===== config.mk =====
export PLATFORM = sky130hd
export DESIGN_NAME = regfile_dump
export DESIGN_NICKNAME = d
export VERILOG_FILES = /design/src/rtl/regfile_dump_pkg.sv /design/src/rtl/regfile_dump.sv
export SDC_FILE = /design/constraint.sdc
export NUM_CORES = 1
export LEC_CHECK = 0
export CAP_MARGIN = 10
export CORE_MARGIN = 5
export CORE_UTILIZATION = 48
export CTS_CLUSTER_DIAMETER = 200
export DETAILED_ROUTE_END_ITERATION = 10
export PLACE_DENSITY = 0.86
export SKIP_CTS_REPAIR_TIMING = 1
export SLEW_MARGIN = 5
export SYNTH_ARGS = -nofsm -noshare
export SYNTH_HDL_FRONTEND = slang
export SYNTH_SLANG_ARGS = --single-unit

===== constraint.sdc =====
create_clock -name clk -period 2.6 [get_ports clk]
set_clock_uncertainty 0.15 [all_clocks]
set_input_delay 0.39 -clock clk [delete_from_list [all_inputs] [get_ports clk]]
set_output_delay 0.39 -clock clk [all_outputs]
set_load 0.02 [all_outputs]

===== src/rtl/regfile_dump_pkg.sv =====
// Shared types and defaults for the register-file dump reader.
// Widths match the CPU register file (16 x 32-bit).
package regfile_dump_pkg;

  localparam int default_data_width = 32;
  localparam int default_addr_width = 4;

  typedef enum logic [2:0] {
    IDLE  = 3'd0,
    READ  = 3'd1,
    EMIT0 = 3'd2,
    EMIT1 = 3'd3,
    DONE  = 3'd4
  } state_t;

  // Pair-index width; kept at least 1 bit so a two-register file still has a counter.
  function automatic int pair_width(input int aw);
    return (aw > 1) ? aw - 1 : 1;
  endfunction

endpackage


===== src/rtl/regfile_dump.sv =====
// Freezes register-file writes and streams every (address, value) pair,
// read two at a time, to the debug host over valid/ready.
module regfile_dump
  import regfile_dump_pkg::*;
#(
  parameter int data_width = default_data_width,
  parameter int addr_width = default_addr_width
) (
  input  logic                  clk,
  input  logic                  rst,
  input  logic                  start,
  output logic                  busy,
  output logic                  done,
  output logic                  freeze,
  output logic [addr_width-1:0] rd0_addr,
  output logic [addr_width-1:0] rd1_addr,
  input  logic [data_width-1:0] rd0_data,
  input  logic [data_width-1:0] rd1_data,
  output logic                  out_valid,
  input  logic                  out_ready,
  output logic [addr_width-1:0] out_addr,
  output logic [data_width-1:0] out_data
);

  localparam int kw = pair_width(addr_width);
  localparam logic [kw-1:0] k_last = kw'((2 ** (addr_width - 1)) - 1);

  state_t                state_r;
  state_t                state_s;
  logic [kw-1:0]         k_r;
  logic [kw-1:0]         k_s;
  logic [data_width-1:0] buf0_r;
  logic [data_width-1:0] buf1_r;
  logic [addr_width-1:0] addr0_s;
  logic [addr_width-1:0] addr1_s;

  assign addr0_s = addr_width'({k_r, 1'b0});
  assign addr1_s = addr_width'({k_r, 1'b1});

  // State, pair index and the two-word snapshot buffer.
  always_ff @(posedge clk) begin
    if (rst) begin
      state_r <= IDLE;
      k_r     <= '0;
      buf0_r  <= '0;
      buf1_r  <= '0;
    end else begin
      state_r <= state_s;
      k_r     <= k_s;
      // Captured once per pair, so a stalled host never causes a re-read.
      if (state_r == READ) begin
        buf0_r <= rd0_data;
        buf1_r <= rd1_data;
      end else begin
        buf0_r <= buf0_r;
        buf1_r <= buf1_r;
      end
    end
  end

  // Next-state and pair-index sequencing.
  always_comb begin
    state_s = state_r;
    k_s     = k_r;
    case (state_r)
      IDLE: begin
        if (start) begin
          state_s = READ;
          k_s     = '0;
        end else begin
          state_s = IDLE;
        end
      end
      READ: state_s = EMIT0;
      EMIT0: begin
        if (out_ready) begin
          state_s = EMIT1;
        end else begin
          state_s = EMIT0;
        end
      end
      EMIT1: begin
        if (!out_ready) begin
          state_s = EMIT1;
        end else if (k_r == k_last) begin
          state_s = DONE;
        end else begin
          state_s = READ;
          k_s     = k_r + kw'(1'b1);
        end
      end
      DONE:    state_s = IDLE;
      default: state_s = IDLE;
    endcase
  end

  // Outputs decoded from the registered state.
  always_comb begin
    busy      = 1'b0;
    done      = 1'b0;
    freeze    = 1'b0;
    out_valid = 1'b0;
    out_addr  = '0;
    out_data  = '0;
    rd0_addr  = addr0_s;
    rd1_addr  = addr1_s;
    case (state_r)
      IDLE: busy = 1'b0;
      READ: begin
        busy   = 1'b1;
        freeze = 1'b1;
      end
      EMIT0: begin
        busy      = 1'b1;
        freeze    = 1'b1;
        out_valid = 1'b1;
        out_addr  = addr0_s;
        out_data  = buf0_r;
      end
      EMIT1: begin
        busy      = 1'b1;
        freeze    = 1'b1;
        out_valid = 1'b1;
        out_addr  = addr1_s;
        out_data  = buf1_r;
      end
      DONE: begin
        busy = 1'b1;
        done = 1'b1;
      end
      default: busy = 1'b0;
    endcase
  end

endmodule


==> results of run 1 <==
## critical path, cell delays in order (launching register included)
cell and delay (ns):
dfxtp_2 0.40, nand2b_1 0.12, buf_4 0.23, nor2_1 0.16, clkdlybuf4s50_1 0.62
## how the worst max path moves through the flow
stage / end / slack (ns)
final: out_data[24] / 0.18
after global routing: out_data[12] / 0.07
after CTS: out_data[19] / 0.06
after detailed placement: out_data[19] / 0.44
after global placement: out_data[19] / 0.45
after floorplan: out_data[0] / 0.87
## placed cells by master (no fill, tap or decap), drive strengths merged, types with 2 or more instances in the layout
cell,instances
and2,5
nand2,129
a22o,2
buf,11
clkinv,2
clkbuf,12
clkdlybuf4s50,112
nand2b,2
and3,2
ha,2
nor3b,4
conb,2
dfxtp,70
a21oi,64
mux2i,32
nor2,34
## power groups by stage
| stage | clock (mW) | sequential [mW] | combinational, mW |
|---|---|---|---|
| finish | 0.727 | 1.17 | 0.441 |
| global route | 0.790 | 1.18 | 0.481 |
| CTS | 0.747 | 1.17 | 0.441 |
| detailed placement | 0 | 1.20 | 0.438 |
| global placement | 0 | 1.19 | 0.429 |
| floorplan | 0 | 1.19 | 0.280 |
## area by class of cell
cell class / instances / area [sq um] / area share [%]
tap: 77 / 96.3 / 2.22
inverter: 1 / 3.75 / 0.0867
multi-input combinational: 286 / 1470 / 33.9
clock inverter: 2 / 10.0 / 0.231
clock buffer: 12 / 145 / 3.35
sequential: 70 / 1400 / 32.4
timing repair buffer: 123 / 1200 / 27.8
## registers in the layout (all words and copies together) (netlist names)
name     cells
buf0_r      32
buf1_r      32
k_r          3
state_r      3
## metrics by stage
step | util [%] | worst slack, ns
after detailed placement | 66.1 | 0.442
after global routing | 68.6 | 0.0702
after floorplan | - | 0.870
after CTS | 68.5 | 0.0611
after global placement | 66.1 | 0.452
final | 68.6 | 0.179
## logic make-up (layout without fill, tap and decap cells)
kind of cell | Yosys count | after routing
mux | 33 | 33
fa+ha+maj | 2 | 2
compound gates | 69 | 69
flops | 70 | 70
buf+inv | 37 | 138
xor+xnor | 1 | 1
simple gates | 179 | 179
other cells | 2 | 2
## metal layers
| layer | track usage, % | wire length [um] | vias up |
|---|---|---|---|
| met1 | 23.8 | 3420 | 1319 |
| li1 | - | - | 1467 |
| met4 | 9.80 | 179 | 0 |
| met3 | 3.33 | 437 | 14 |
| met2 | 33.4 | 4070 | 97 |
| met5 | 0 | 0 | - |
==> results.py, run 1 <==
metrics = {
    "yosys": {
        "synthMuxAreaShare_pct": 10.6,
        "synthSimpleGateAreaFrac_pct": 23.5,
        "netlist_area_sq_um": 3110,
        "yosysTopAreaCell": "dfxtp_1",
        "ys_top_cells_by_area": "dfxtp_1, nand2_1, a21oi_1",
        "syn_area_per_cell_sq_um": 7.92,
        "yosys-top-cells-count": "nand2_1, dfxtp_1, a21oi_1",
        "synth-xor-area-share_pct": 0.281,
        "synth_cell_types": 27,
        "synth_adder_area_share_pct": 0.804,
        "yosysMostFrequentCell": "nand2_1",
        "async_reset_ff_share_pct": 0,
        "synth_top_family_by_area": "simple AND/OR/NAND/NOR gates",
        "ys_ff_latch": 70,
        "synth_seq_area_share_pct": 45.0,
        "synth_compound_area_share_pct": 11.5,
        "ys_warn_count": 0,
        "synth_nets": 463,
        "yosys.area.top_type_share_pct": 45.0,
        "synth_flop_cell": "dfxtp_1",
        "syn_inst": 393,
        "synth-edff-count": 0,
    },
    "power_and_ir_drop": {
        "p_sw_mw": 0.631,
        "power_density_nw_per_um2": 540,
        "p_comb_share_pct": 18.8,
        "intPower_mw": 1.71,
        "p_leak_nw": 1.54,
        "clkPwrFrac_pct": 31.1,
        "pwr-share-seq_pct": 50.1,
        "vdd_ir_drop_max_uv": 334,
        "switching_share_pct": 27.0,
        "finalPower_mw": 2.34,
    },
    "min_path": {
        "hold_class": "reg -> reg",
        "min_to": "buf0_r[27]$_SDFFE_PP0P_",
        "hold_depth": 2,
        "min_from": "buf0_r[27]$_SDFFE_PP0P_",
    },
    "sta": {
        "fin_crit_ns": 2.42,
        "max_freq_ghz": 0.413,
        "tns_ns": 0,
        "period_share_pct": 93.1,
        "max-slew-margin-rel_pct": 55.2,
        "holdWs_ns": 0.304,
        "slew_viol_final": 0,
        "finalSetupViolations": 0,
        "rsz0062_at_grt": "false",
        "hold_viol": 0,
        "worstMarginPinSlew_ns": 0.671,
    },
    "drt": {
        "firstDrtPassIters": 4,
        "routed_via_density": 5.07,
        "drtIter0Drc": 111,
        "wirelength_mm": 8.11,
        "drc": 0,
        "vias": 2897,
        "antenna_left": 0,
        "wl_per_cell_um": 14.2,
    },
    "setup_path": {
        "start_kind": "flip-flop",
        "rr_worst_depth": 5,
        "r2r_end": "buf1_r[9]$_SDFFE_PP0P_",
        "startpoint": "state_r[1]$_SDFF_PP0_",
        "worstPathArrival_ns": 1.88,
        "r2r_setup_slack_ns": 0.80,
        "criticalPathCategory": "reg -> out",
        "cp_max_fo": 18,
        "cp.required_ns": 2.06,
        "crit_path_end_kind": "output pin",
        "reg2reg_from": "state_r[0]$_SDFF_PP0_",
    },
    "placed_design": {
        "gp_congestion": 0.809,
        "dpl_cell_area_sq_um": 4170,
        "port_buffers": 113,
        "dp_hpwl_mm": 5.70,
        "dp.cells": 557,
    },
    "die": {
        "die_area_sq_um": 8200,
        "die_x_um": 90.6,
        "pin_count": 116,
        "core_sq_um": 6310,
        "start_util_pct": 49.3,
        "die_h_um": 90.6,
        "core.rowCount": 29,
    },
    "grt": {
        "antenna_found_initial": 0,
        "grt_pass1_wl_mm": 13.2,
        "grt_pass1_vias": 2787,
        "grt_usage_pct": 19.7,
        "grt_max_degree": 40,
        "gr-total-overflow": 0,
    },
    "clock_tree": {
        "cts_made_buffers": 9,
        "path_clk_slew_ns": 0.07,
        "clock-root-buffer": "clkbuf_8",
        "cts_tree": "yes",
        "htree_levels": 3,
        "cts-root-to-sink-buffers": 2,
        "clock_sinks": 70,
        "insertion_delay_ns": 0.34,
    },
    "final_layout": {
        "num-fill-cells": 519,
        "n_antenna_cell": 0,
        "final_nets": 561,
        "final_cell_area_sq_um": 4330,
        "syn_to_final_growth_pct": 39.1,
        "fin_cells": 571,
        "layout-drive-gt1-share_pct": 6.07,
    },
    "run_status": {
        "status": "completed",
    },
    "job": {
        "drv_cap": 0,
    },
}
Power figures use the tool's default switching activity.
==> run 2: changes to the inputs <==
--- a/config.mk
+++ b/config.mk
@@ -7,8 +7,8 @@
 export LEC_CHECK = 0
+export ABC_AREA = 1
 export CAP_MARGIN = 10
-export CORE_MARGIN = 5
-export CORE_UTILIZATION = 48
+export CORE_UTILIZATION = 47
 export CTS_CLUSTER_DIAMETER = 200
 export DETAILED_ROUTE_END_ITERATION = 10
-export PLACE_DENSITY = 0.86
+export PLACE_DENSITY = 0.85
 export SKIP_CTS_REPAIR_TIMING = 1
==> constraint.sdc (replaced) <==
create_clock -name clk -period 2.6 [get_ports clk]
set_clock_uncertainty 0.15 [all_clocks]
set_input_delay 0.78 -clock clk [delete_from_list [all_inputs] [get_ports clk]]
set_output_delay 0.78 -clock clk [all_outputs]
set_load 0.02 [all_outputs]
==> results.py, run 2 <==
metrics = {
    "run_status": {
        "status": "completed",
    },
    "final_layout": {
        "final_common_cell": "inv_1",
        "num-fill-cells": 489,
        "multi_input_area_sq_um": 1070,
        "final_cell_mix": "inv_1, clkdlybuf4s50_1, dfxtp_1",
        "n_antenna_cell": 0,
        "fin_cells": 571,
        "layout-drive-gt1-share_pct": 10.3,
        "regArea_sq_um": 1400,
        "final_nets": 562,
        "syn_to_final_growth_pct": 47.0,
        "finish.utilization_pct": 72.7,
        "top_regs": "buf0_r x32, buf1_r x32",
    },
    "yosys": {
        "yosys-top-cells-count": "inv_1, dfxtp_1, a21oi_1",
        "yosysMostFrequentCell": "inv_1",
        "synth-edff-count": 0,
        "ys_warn_count": 0,
        "ys_ff_latch": 70,
        "ys_top_cells_by_area": "dfxtp_1, a21oi_1, inv_1",
        "syn_inst": 386,
        "synth_nets": 456,
        "synth_flop_cell": "dfxtp_1",
        "yosysTopAreaCell": "dfxtp_1",
        "syn_area_per_cell_sq_um": 7.67,
        "async_reset_ff_share_pct": 0,
        "yosys.area.top_type_share_pct": 47.3,
        "synth_cell_types": 25,
        "synth_seq_area_share_pct": 47.3,
        "netlist_area_sq_um": 2960,
    },
    "min_path": {
        "hold_depth": 2,
        "min_from": "buf0_r[3]$_SDFFE_PP0P_",
        "min_to": "buf0_r[3]$_SDFFE_PP0P_",
        "hold_class": "reg -> reg",
    },
    "die": {
        "die_area_sq_um": 6620,
        "core.rowCount": 28,
        "core_sq_um": 5990,
        "die_h_um": 81.4,
        "die_x_um": 81.4,
        "pin_count": 116,
        "start_util_pct": 49.4,
    },
    "drt": {
        "drc": 0,
        "routed_via_density": 5.04,
        "antenna_left": 0,
        "wl_per_cell_um": 12.9,
        "vias": 2878,
        "firstDrtPassIters": 4,
        "drtIter0Drc": 76,
        "wirelength_mm": 7.39,
    },
    "grt": {
        "grt_pass1_vias": 2728,
        "grt_pass1_wl_mm": 11.5,
        "grt_usage_pct": 22.9,
        "grt_max_degree": 49,
        "antenna_found_initial": 0,
        "gr-total-overflow": 0,
    },
    "setup_path": {
        "cp_max_fo": 3,
        "rr_worst_depth": 7,
        "cp.required_ns": 1.67,
        "crit_path_end_kind": "output pin",
        "r2r_end": "buf0_r[7]$_SDFFE_PP0P_",
        "worstPathArrival_ns": 1.58,
        "start_kind": "flip-flop",
        "reg2reg_from": "state_r[2]$_SDFF_PP0_",
        "r2r_setup_slack_ns": 0.78,
        "criticalPathCategory": "reg -> out",
    },
    "clock_tree": {
        "clock-root-buffer": "clkbuf_8",
        "clock_sinks": 70,
        "path_clk_slew_ns": 0.06,
        "htree_levels": 3,
        "insertion_delay_ns": 0.33,
        "cts_tree": "yes",
        "cts-root-to-sink-buffers": 2,
        "cts_made_buffers": 9,
    },
    "placed_design": {
        "place_ws_ns": -0.0785,
        "dp.cells": 556,
        "gp_congestion": 0.761,
        "port_buffers": 113,
        "dp_hpwl_mm": 5.21,
    },
    "sta": {
        "slew_viol_final": 0,
        "max_freq_ghz": 0.398,
        "fin_crit_ns": 2.51,
        "rsz0062_at_grt": "false",
        "tns_ns": 0,
        "final.setup.worst_slack_ns": 0.0865,
        "period_share_pct": 96.7,
        "finalSetupViolations": 0,
        "hold_viol": 0,
    },
    "power_and_ir_drop": {
        "power_density_nw_per_um2": 613,
        "p_leak_nw": 2.14,
        "vdd_ir_drop_max_uv": 444,
    },
    "job": {
        "drv_cap": 0,
    },
}
## run 2: cell types whose count changed after synthesis, sizes merged, moves of 5 or more
cell / previous run / this run
nor2: 34 / 14
inv: 1 / 80
nand2: 129 / 14
and2: 5 / 0
mux2i: 32 / 0
o21ai: 1 / 66
o22ai: 0 / 32
clkbuf: 11 / 6
## run 2: layout make-up
class                      count  area share (%)
multi-input combinational    204            24.6
clock buffer                  15            4.28
inverter                      80            6.90
sequential                    70            32.2
timing repair buffer         127            29.9
tap                           75            2.16
## run 2: power by group
part / leakage (nW) / switching [mW] / total, mW / internal [mW]
Sequential: 0.575 / 0.0387 / 1.24 / 1.20
Clock: 0.0958 / 0.355 / 0.802 / 0.447
Combinational: 1.47 / 0.341 / 0.631 / 0.290
Total: 2.14 / 0.735 / 2.67 / 1.93
## run 2: critical path, stage by stage (launching register included)
cell and delay, ns:
dfxtp_1 0.33, buf_4 0.15, nor2_1 0.18, nor2_1 0.09, or2_2 0.29, dlymetal6s2s_1 0.21
## run 2: stage by stage
stage	area, sq um	power (mW)	hold WS [ns]
after floorplan	2960	1.64	0.280
after global placement	4160	1.87	0.287
after detailed placement	4160	1.90	0.292
after CTS	4350	2.71	0.302
after global routing	4350	2.83	0.324
final	4350	2.67	0.300
## run 2: routing by layer
| metal | vias to the layer above | part of all wire (%) | track usage, % |
|---|---|---|---|
| met5 | - | 0 | 0 |
| met2 | 92 | 49 | 42.4 |
| li1 | 1473 | - | - |
| met1 | 1298 | 43 | 23.8 |
| met3 | 15 | 5.3 | 6.18 |
| met4 | 0 | 2.5 | 10.2 |
## run 2: how the worst max path moves through the flow
| stage | endpoint | cells after the start | startpoint | slack, ns |
|---|---|---|---|---|
| 6_report | busy | 5 | state_r[0]$_SDFF_PP0_ | 0.09 |
| 5_1_grt | out_data[25] | 6 | state_r[1]$_SDFF_PP0_ | 0.003 |
| 4_1_cts | out_data[4] | 6 | state_r[1]$_SDFF_PP0_ | -0.47 |
| 3_5_place_dp | out_data[4] | 6 | state_r[1]$_SDFF_PP0_ | -0.08 |
| 3_3_place_gp | out_data[4] | 6 | state_r[1]$_SDFF_PP0_ | 0.02 |
| 2_1_floorplan | out_data[0] | 5 | state_r[0]$_SDFF_PP0_ | 0.35 |
## run 2: cell families after synthesis
logic type                 synth area share (%)
and+or+nand+nor                            5.49
DFF                                        47.3
buffers and inverters                      17.0
AOI/OAI and AO/OA                          29.1
adders and majority gates                 0.845
other                                     0.254
